===== config.mk =====
export PLATFORM = sky130hd
export DESIGN_NAME = mc_mem_port_flat
export DESIGN_NICKNAME = d
export VERILOG_FILES = /design/src/rtl/mc_mem_port_if.sv /design/src/rtl/mc_mem_port.sv /design/src/flat_wrapper.sv
export SDC_FILE = /design/constraint.sdc
export NUM_CORES = 1
export LEC_CHECK = 0
export BUFFER_PORTS_ARGS = -buffer_cell sky130_fd_sc_hd__buf_2
export CORE_MARGIN = 2
export CORE_UTILIZATION = 44
export DETAILED_ROUTE_END_ITERATION = 16
export PLACE_DENSITY = 0.71
export SYNTH_ARGS = -nofsm -noshare
export SYNTH_HDL_FRONTEND = slang
export SYNTH_SLANG_ARGS = --single-unit

===== constraint.sdc =====
create_clock -name clk -period 3.67 [get_ports clk]
set_clock_uncertainty 0.2 [all_clocks]
set_input_delay 0.367 -clock clk [delete_from_list [all_inputs] [get_ports clk]]
set_output_delay 0.367 -clock clk [all_outputs]
set_load 0.02 [all_outputs]

===== src/rtl/mc_mem_port_if.sv =====
// Unified memory bus between the multi-cycle core's memory port and the memory system.
// The master side issues one request and holds it until the slave acknowledges.
interface mc_mem_port_if;
    logic        bus_req;
    logic        bus_we;
    logic        bus_instr;
    logic [31:0] bus_addr;
    logic [3:0]  bus_be;
    logic [31:0] bus_wdata;
    logic [31:0] bus_rdata;
    logic        bus_ack;

    modport master (
        output bus_req, bus_we, bus_instr, bus_addr, bus_be, bus_wdata,
        input  bus_rdata, bus_ack
    );

    modport slave (
        input  bus_req, bus_we, bus_instr, bus_addr, bus_be, bus_wdata,
        output bus_rdata, bus_ack
    );
endinterface


===== src/rtl/mc_mem_port.sv =====
// Memory access port of the multi-cycle RV32I core: turns controller strobes into one bus
// request/ack transaction with store lane steering, load extension, alignment checks and timeout.
module mc_mem_port #(
    parameter int TIMEOUT_CYCLES = 255,
    parameter int TO_W           = 8
) (
    input  logic        clk,
    input  logic        rst,
    input  logic        i_d_mem,
    input  logic        mem_r,
    input  logic        mem_w,
    input  logic [1:0]  mem_size,
    input  logic        load_unsigned,
    input  logic [31:0] addr,
    input  logic [31:0] wdata,
    output logic [31:0] rdata,
    output logic        rdata_valid,
    output logic        busy,
    output logic        misalign,
    output logic        access_err,
    output logic        timeout_err,
    mc_mem_port_if.master bus
);

    typedef enum logic [1:0] {
        IDLE = 2'd0,
        REQ  = 2'd1,
        DONE = 2'd2
    } state_t;

    localparam logic [TO_W-1:0] TO_VAL = TO_W'(TIMEOUT_CYCLES);

    state_t          r_state;
    logic [TO_W-1:0] r_cnt;
    logic            r_bus_req;
    logic            r_bus_we;
    logic            r_bus_instr;
    logic [31:0]     r_bus_addr;
    logic [3:0]      r_bus_be;
    logic [31:0]     r_bus_wdata;
    logic [31:0]     r_rdata;
    logic            r_rdata_valid;
    logic            r_busy;
    logic            r_misalign;
    logic            r_access_err;
    logic            r_timeout_err;
    logic [1:0]      r_lane;
    logic [1:0]      r_size;
    logic            r_unsigned;

    state_t          w_state_next;
    logic [TO_W-1:0] w_cnt_next;
    logic [TO_W-1:0] w_cnt_inc;
    logic [31:0]     w_rdata_next;
    logic            w_rdata_valid_next;
    logic            w_misalign_next;
    logic            w_access_err_next;
    logic            w_timeout_err_next;
    logic            w_latch;
    logic [1:0]      w_size_eff;
    logic            w_bad;
    logic [3:0]      w_be;
    logic [31:0]     w_wdata;
    logic [7:0]      w_byte;
    logic [15:0]     w_half;
    logic [31:0]     w_load;

    // Fetches are always full words regardless of what the size field carries.
    assign w_size_eff = i_d_mem ? mem_size : 2'b10;

    always_comb begin
        w_bad   = 1'b0;
        w_be    = 4'b1111;
        w_wdata = wdata;
        case (w_size_eff)
            2'b00: begin
                w_be    = 4'b0001 << addr[1:0];
                w_wdata = {4{wdata[7:0]}};
            end
            2'b01: begin
                w_bad   = addr[0];
                w_be    = addr[1] ? 4'b1100 : 4'b0011;
                w_wdata = {2{wdata[15:0]}};
            end
            2'b10: w_bad = (addr[1:0] != 2'b00);
            default: w_bad = 1'b1;
        endcase
    end

    assign w_byte = bus.bus_rdata[{r_lane, 3'b000} +: 8];
    assign w_half = bus.bus_rdata[{r_lane[1], 4'b0000} +: 16];

    always_comb begin
        case (r_size)
            2'b00:   w_load = {{24{~r_unsigned & w_byte[7]}}, w_byte};
            2'b01:   w_load = {{16{~r_unsigned & w_half[15]}}, w_half};
            default: w_load = bus.bus_rdata;
        endcase
    end

    assign w_cnt_inc = r_cnt + 1'b1;

    always_comb begin
        w_state_next       = r_state;
        w_cnt_next         = r_cnt;
        w_rdata_next       = r_rdata;
        w_rdata_valid_next = 1'b0;
        w_misalign_next    = 1'b0;
        w_access_err_next  = 1'b0;
        w_timeout_err_next = 1'b0;
        w_latch            = 1'b0;
        case (r_state)
            IDLE: begin
                if (mem_r | mem_w) begin
                    if (mem_r & mem_w) begin
                        w_access_err_next = 1'b1;
                    end else if (w_bad) begin
                        w_misalign_next = 1'b1;
                    end else begin
                        w_state_next = REQ;
                        w_cnt_next   = '0;
                        w_latch      = 1'b1;
                    end
                end
            end
            REQ: begin
                w_cnt_next = w_cnt_inc;
                // An ack arriving on the timeout cycle still completes the access.
                if (bus.bus_ack) begin
                    w_state_next = DONE;
                    if (!r_bus_we) begin
                        w_rdata_next       = w_load;
                        w_rdata_valid_next = 1'b1;
                    end
                end else if (w_cnt_inc == TO_VAL) begin
                    w_state_next       = IDLE;
                    w_timeout_err_next = 1'b1;
                end
            end
            DONE: w_state_next = IDLE;
            default: w_state_next = IDLE;
        endcase
    end

    always_ff @(posedge clk) begin
        if (rst) begin
            r_state       <= IDLE;
            r_cnt         <= '0;
            r_bus_req     <= 1'b0;
            r_bus_we      <= 1'b0;
            r_bus_instr   <= 1'b0;
            r_bus_addr    <= '0;
            r_bus_be      <= '0;
            r_bus_wdata   <= '0;
            r_rdata       <= '0;
            r_rdata_valid <= 1'b0;
            r_busy        <= 1'b0;
            r_misalign    <= 1'b0;
            r_access_err  <= 1'b0;
            r_timeout_err <= 1'b0;
            r_lane        <= '0;
            r_size        <= '0;
            r_unsigned    <= 1'b0;
        end else begin
            r_state       <= w_state_next;
            r_cnt         <= w_cnt_next;
            r_bus_req     <= (w_state_next == REQ);
            r_busy        <= (w_state_next != IDLE);
            r_rdata       <= w_rdata_next;
            r_rdata_valid <= w_rdata_valid_next;
            r_misalign    <= w_misalign_next;
            r_access_err  <= w_access_err_next;
            r_timeout_err <= w_timeout_err_next;
            if (w_latch) begin
                r_bus_we    <= mem_w;
                r_bus_instr <= ~i_d_mem;
                r_bus_addr  <= {addr[31:2], 2'b00};
                r_bus_be    <= w_be;
                r_bus_wdata <= w_wdata;
                r_lane      <= addr[1:0];
                r_size      <= w_size_eff;
                r_unsigned  <= load_unsigned | ~i_d_mem;
            end
        end
    end

    assign bus.bus_req   = r_bus_req;
    assign bus.bus_we    = r_bus_we;
    assign bus.bus_instr = r_bus_instr;
    assign bus.bus_addr  = r_bus_addr;
    assign bus.bus_be    = r_bus_be;
    assign bus.bus_wdata = r_bus_wdata;

    assign rdata       = r_rdata;
    assign rdata_valid = r_rdata_valid;
    assign busy        = r_busy;
    assign misalign    = r_misalign;
    assign access_err  = r_access_err;
    assign timeout_err = r_timeout_err;

endmodule


===== src/flat_wrapper.sv =====
// flat-port wrapper written by rule: the top's interface ports become plain ports
module mc_mem_port_flat 
#(
    parameter int TIMEOUT_CYCLES = 255,
    parameter int TO_W           = 8
)
  (clk, rst, i_d_mem, mem_r, mem_w, mem_size, load_unsigned, addr, wdata, rdata, rdata_valid, busy, misalign, access_err, timeout_err, bus_bus_req, bus_bus_we, bus_bus_instr, bus_bus_addr, bus_bus_be, bus_bus_wdata, bus_bus_rdata, bus_bus_ack);
  mc_mem_port_if bus_i ();
  input  logic clk;
  input  logic rst;
  input  logic i_d_mem;
  input  logic mem_r;
  input  logic mem_w;
  input  logic [1:0] mem_size;
  input  logic load_unsigned;
  input  logic [31:0] addr;
  input  logic [31:0] wdata;
  output logic [31:0] rdata;
  output logic rdata_valid;
  output logic busy;
  output logic misalign;
  output logic access_err;
  output logic timeout_err;
  output wire logic [$bits(bus_i.bus_req)-1:0] bus_bus_req;
  output wire logic [$bits(bus_i.bus_we)-1:0] bus_bus_we;
  output wire logic [$bits(bus_i.bus_instr)-1:0] bus_bus_instr;
  output wire logic [$bits(bus_i.bus_addr)-1:0] bus_bus_addr;
  output wire logic [$bits(bus_i.bus_be)-1:0] bus_bus_be;
  output wire logic [$bits(bus_i.bus_wdata)-1:0] bus_bus_wdata;
  input wire logic [$bits(bus_i.bus_rdata)-1:0] bus_bus_rdata;
  input wire logic [$bits(bus_i.bus_ack)-1:0] bus_bus_ack;
  assign bus_bus_req = bus_i.bus_req;
  assign bus_bus_we = bus_i.bus_we;
  assign bus_bus_instr = bus_i.bus_instr;
  assign bus_bus_addr = bus_i.bus_addr;
  assign bus_bus_be = bus_i.bus_be;
  assign bus_bus_wdata = bus_i.bus_wdata;
  assign bus_i.bus_rdata = bus_bus_rdata;
  assign bus_i.bus_ack = bus_bus_ack;
  mc_mem_port #(.TIMEOUT_CYCLES(TIMEOUT_CYCLES), .TO_W(TO_W)) u_core (.clk(clk), .rst(rst), .i_d_mem(i_d_mem), .mem_r(mem_r), .mem_w(mem_w), .mem_size(mem_size), .load_unsigned(load_unsigned), .addr(addr), .wdata(wdata), .rdata(rdata), .rdata_valid(rdata_valid), .busy(busy), .misalign(misalign), .access_err(access_err), .timeout_err(timeout_err), .bus(bus_i));
endmodule

==> results.md <==
- Wire segments on met2 add up to approximately 8000 microns in the final route.
- Traced cell by cell, the critical path runs through buf_4 -> mux4_2 -> or2_2 -> a21oi_2 -> a21oi_1.
- The number of global-route vias before repair is ~5500.
- Detailed placement finished with a half-perimeter wire length of between 10000 and 15000 microns.
- The initial standard-cell utilization of the core is ~45%.
- Relative to the synthesized area, the layout overhead comes to 30.0%.
- The flip-flop cell with the highest count after synthesis is sky130_fd_sc_hd__dfxtp_1.
- The min-delay analysis places its worst path in the category in -> reg.
- The area of the die is 14500 sq um.
- The arrival time at the worst endpoint is ~2600 ps.
- At the end of the flow, the number of nets in the layout was 950.
- For the pin with the worst max-slew slack, the measured transition is ~720 ps.
- The slowest stage of the critical path belongs to the cell sky130_fd_sc_hd__a21oi_2.
- Along the worst path, the maximum fanout reaches 21.
- The final max-slew violation count is 0.
- In this run the horizontal extent of the chip is roughly 120 microns.
- The detailed-route wire length is 18200 microns.
- The distinct cell type count of the synthesized netlist is 56.
- For this design the static power due to leakage is around 3.3 nW.
- The final-report setup violation count is 0.
- The number of primary I/O pins is 213.
- Entering global routing, the biggest net connects 55 pins.
- The worst setup path is captured at a register.
- The startpoint type of the worst setup path is a register.
- Static timing analysis puts the maximum clock frequency at 397 MHz.
- The largest buffer count on any clock path is 2.
- The initial antenna violation count is 0.
- The clock reaches the later pin of the worst-skew pair after 410 ps.
- The routed length per placed instance is 17.6 microns.
- The number of detailed-routing iterations run before antenna repair is 5.
- The hold violation count in the final report came to 0.
- The violation count after the first detailed-routing iteration is roughly 500.
- The mapped cell area is between 5000 and 6000 sq um.
- Across the VDD grid, the largest voltage drop is between 0.2 and 0.3 mV.
- Summing the sequential cell areas from Yosys gives between 40% and 50% of the chip area.
- 0 antenna diodes ended up in the layout.
- The post-CTS clock slew at the launch and capture registers of the worst setup and hold paths is around 60 ps.
- During synthesis, Yosys emitted a total of 0 warnings.
- Setup repair after global routing left no endpoint under its margin.
- The fraction of layout instances using a drive strength above 1 is 33.4%.
- Combinational logic burns roughly 16% of the power.
- In this run the clock root is driven by a sky130_fd_sc_hd__clkbuf_16.
- The number of synthesized flops with an enable pin is 0.
- The critical path data required time is around 3700 ps.
- The synthesized area divided by synthesized cell count is 8.89 sq um.
- Routability-driven placement finished with a final weighted congestion of 0.836.
- In the routed layout, each cell is associated on average with a via count of roughly 5.7.
- The proportion of synthesized flip-flops having asynchronous set or reset is 0%.
- The number of cells produced by synthesis is between 600 and 700.
- The worst setup path category is reg -> reg.
- The peak per-stage delay on the critical path is roughly 600 ps.
- The total clock buffers created by CTS is 17.
- The detailed-routing wirelength on met1 is just over 8000 microns.
- The power dissipated by switching net loads is roughly 1.0 mW.
- The wire length on met3 is 1590 microns.
- CTS saw 121 sinks.
- In this run the vertical extent of the chip is 120 microns.
- The clock period minus worst slack is between 2000 and 3000 ps.
- The remaining number of nets flagged by the antenna check after routing is 0.
- The worst max-slew margin expressed relative to the limit is between 50 and 60%.
- The all-layer global routing usage is between 20% and 30%.
- The total negative slack for setup checks is 0 ps.
- The run finished with clean final reports.
- The final route contains about 5900 vias.
- The highest metal layer carrying signal wires in the routed design is met4.
- The switching power share of the total is a little over a quarter.
- TritonCTS built the clock tree.
- For this run, design rule violations remaining after detail routing come to 0.
- The share of the clock period used by the worst path is 68.7%.
- Of the total power, registers draw a little over a third.
- The core region is roughly 13000 sq um.
- The wire length of the first global-routing pass is a little under 30000 microns.
- The internal power is approximately 2.9 mW.
- In this run the core area contains 42 standard-cell rows.
- The number of H-tree levels is 4.
- Global routing finished with a remaining overflow of 0.
- Synthesis inferred between 100 and 150 register bits.
- The final design utilization is roughly three fifths.
- The number of buffers added on ports is between 200 and 250.
- The proportion of power drawn by the clock network is 47.9%.
- The power per standard cell area is a little over 500 nW/um^2.
- Across the run, the number of max-cap violations was 0.
## cells in the mapped netlist, types with 2 or more instances
master	instances	area, sq um
sky130_fd_sc_hd__nor2_1	13	48.8
sky130_fd_sc_hd__buf_1	4	15.0
sky130_fd_sc_hd__a21oi_1	76	380
sky130_fd_sc_hd__and3_1	3	18.8
sky130_fd_sc_hd__o22ai_1	2	12.5
sky130_fd_sc_hd__a211oi_1	3	22.5
sky130_fd_sc_hd__xnor2_1	3	26.3
sky130_fd_sc_hd__buf_2	18	90.1
sky130_fd_sc_hd__nand3_1	4	20.0
sky130_fd_sc_hd__o221ai_1	3	26.3
sky130_fd_sc_hd__o31ai_1	42	315
sky130_fd_sc_hd__buf_4	3	22.5
sky130_fd_sc_hd__o211a_1	10	100
sky130_fd_sc_hd__o2bb2ai_1	3	26.3
sky130_fd_sc_hd__mux4_2	8	180
sky130_fd_sc_hd__nand3b_1	3	22.5
sky130_fd_sc_hd__mux2i_1	48	480
sky130_fd_sc_hd__mux2_2	8	90.1
sky130_fd_sc_hd__o2111ai_1	9	78.8
sky130_fd_sc_hd__o211ai_1	50	375
sky130_fd_sc_hd__nand2_1	84	315
sky130_fd_sc_hd__nor2b_1	5	31.3
sky130_fd_sc_hd__nand2b_1	5	31.3
sky130_fd_sc_hd__nor3_1	5	25.0
sky130_fd_sc_hd__dfxtp_1	121	2420
sky130_fd_sc_hd__inv_1	8	30.0
sky130_fd_sc_hd__a2111oi_0	2	17.5
sky130_fd_sc_hd__o21ai_0	39	195
sky130_fd_sc_hd__o311ai_0	2	17.5
sky130_fd_sc_hd__ha_1	2	25.0
sky130_fd_sc_hd__or3b_2	2	17.5
sky130_fd_sc_hd__buf_6	2	22.5
sky130_fd_sc_hd__or3_1	4	25.0
sky130_fd_sc_hd__a221oi_1	7	61.3
sky130_fd_sc_hd__clkbuf_1	47	176
## layer usage
metal  GRT usage, %  up-vias
li1               -     2841
met1           33.8     2766
met2           38.2      283
met3           6.79       33
met4           10.5        0
met5              0        -
## cell usage in the layout (no fill, tap or decap), drive strengths merged, types with 3 or more instances in the layout
| cell type | count |
|---|---|
| dfxtp | 121 |
| or3 | 4 |
| mux2 | 9 |
| mux2i | 48 |
| o2bb2ai | 3 |
| bufinv | 6 |
| a21oi | 77 |
| nor2 | 13 |
| a221oi | 7 |
| buf | 227 |
| nand3 | 4 |
| xnor2 | 3 |
| o2111ai | 9 |
| and3 | 3 |
| o31ai | 42 |
| nand3b | 3 |
| nor3 | 7 |
| nand2b | 5 |
| o221ai | 3 |
| clkbuf | 19 |
| clkinv | 4 |
| nand2 | 84 |
| nor2b | 5 |
| mux4 | 8 |
| inv | 9 |
| a211oi | 3 |
| o211ai | 50 |
| o211a | 10 |
| o21ai | 39 |
## power groups by stage
stage               Clock, mW  Sequential (mW)  Combinational [mW]
floorplan                   0             1.52               0.311
global placement            0             1.45               0.601
finish                   1.87             1.43               0.608
detailed placement          0             1.45               0.601
global route             1.96             1.43               0.656
CTS                      1.90             1.43               0.606
## cell type report
cell class	instances	area, sq um
fillers	1226	5520
inverters	8	30.0
well taps	176	220
clock inverters	13	224
flip-flops and latches	121	2420
repair buffers	228	1190
multi-input cells	467	3210
clock buffers	19	433
## repair_timing
item,CTS,global route
buffers inserted,0,0
hold buffers,1,0
endpoints found under the hold margin,1,0
gates resized for setup,0,0
endpoints found under the setup margin,0,0
## flip-flops by register name, indices dropped and copies added, names as in the netlist
| register | count |
|---|---|
| u_core.rdata_valid | 1 |
| u_core.r_lane | 2 |
| u_core.busy | 1 |
| u_core.timeout_err | 1 |
| u_core.bus.bus_instr | 1 |
| u_core.bus.bus_addr | 30 |
| u_core.bus.bus_wdata | 32 |
| u_core.r_cnt | 8 |
| u_core.rdata | 32 |
| u_core.bus.bus_req | 1 |
| u_core.bus.bus_be | 4 |
| u_core.r_size | 2 |
| u_core.bus.bus_we | 1 |
| u_core.access_err | 1 |
| u_core.r_state | 2 |
| u_core.r_unsigned | 1 |
| u_core.misalign | 1 |
## metrics by stage
stage / std cells / area, sq um / power (mW) / hold slack (ps) / worst slack (ps)
finish: 1032 / 7730 / 3.90 / 22.7 / 1150
floorplan: 670 / 5950 / 1.83 / 243 / 1720
global route: 1032 / 7730 / 4.05 / 9.44 / 998
detailed placement: 999 / 7060 / 2.05 / 244 / 1140
global placement: 999 / 7060 / 2.05 / 246 / 1190
CTS: 1032 / 7730 / 3.93 / 6.83 / 1140
## kinds of logic after synthesis
group                      after synthesis  share of synthesized area, %
AOI/OAI and AO/OA                      256                          28.5
and+or+nand+nor                        138                          10.9
DFF                                    121                          40.7
buffers and inverters                   82                          6.00
muxes                                   65                          12.8
xor gates and xnor gates                 4                         0.589
adders and majority gates                2                         0.421
other                                    1                        0.0631
## path summary, 6_finish.rpt
check	start	endpoint	slack (ps)	cells past startpoint
worst min register to register	u_core.bus.bus_wdata[12]$_SDFFE_PP0P_	u_core.bus.bus_wdata[12]$_SDFFE_PP0P_	250	2
worst max register to register	u_core.r_lane[1]$_SDFFE_PP0P_	u_core.rdata[19]$_SDFFE_PP0P_	1150	5
worst min-delay path	addr[3]	u_core.bus.bus_addr[3]$_SDFFE_PP0P_	20	3
worst max-delay path	u_core.r_lane[1]$_SDFFE_PP0P_	u_core.rdata[19]$_SDFFE_PP0P_	1150	5
## worst max-delay path: cells and delay by family (launching register included)
kind	cells	cell delay, ps
AOI/OAI and AO/OA	2	740
and+or+nand+nor	1	290
DFF	1	300
buffers and inverters	1	290
muxes	1	550
No activity file was read; power rests on OpenSTA's default activity.
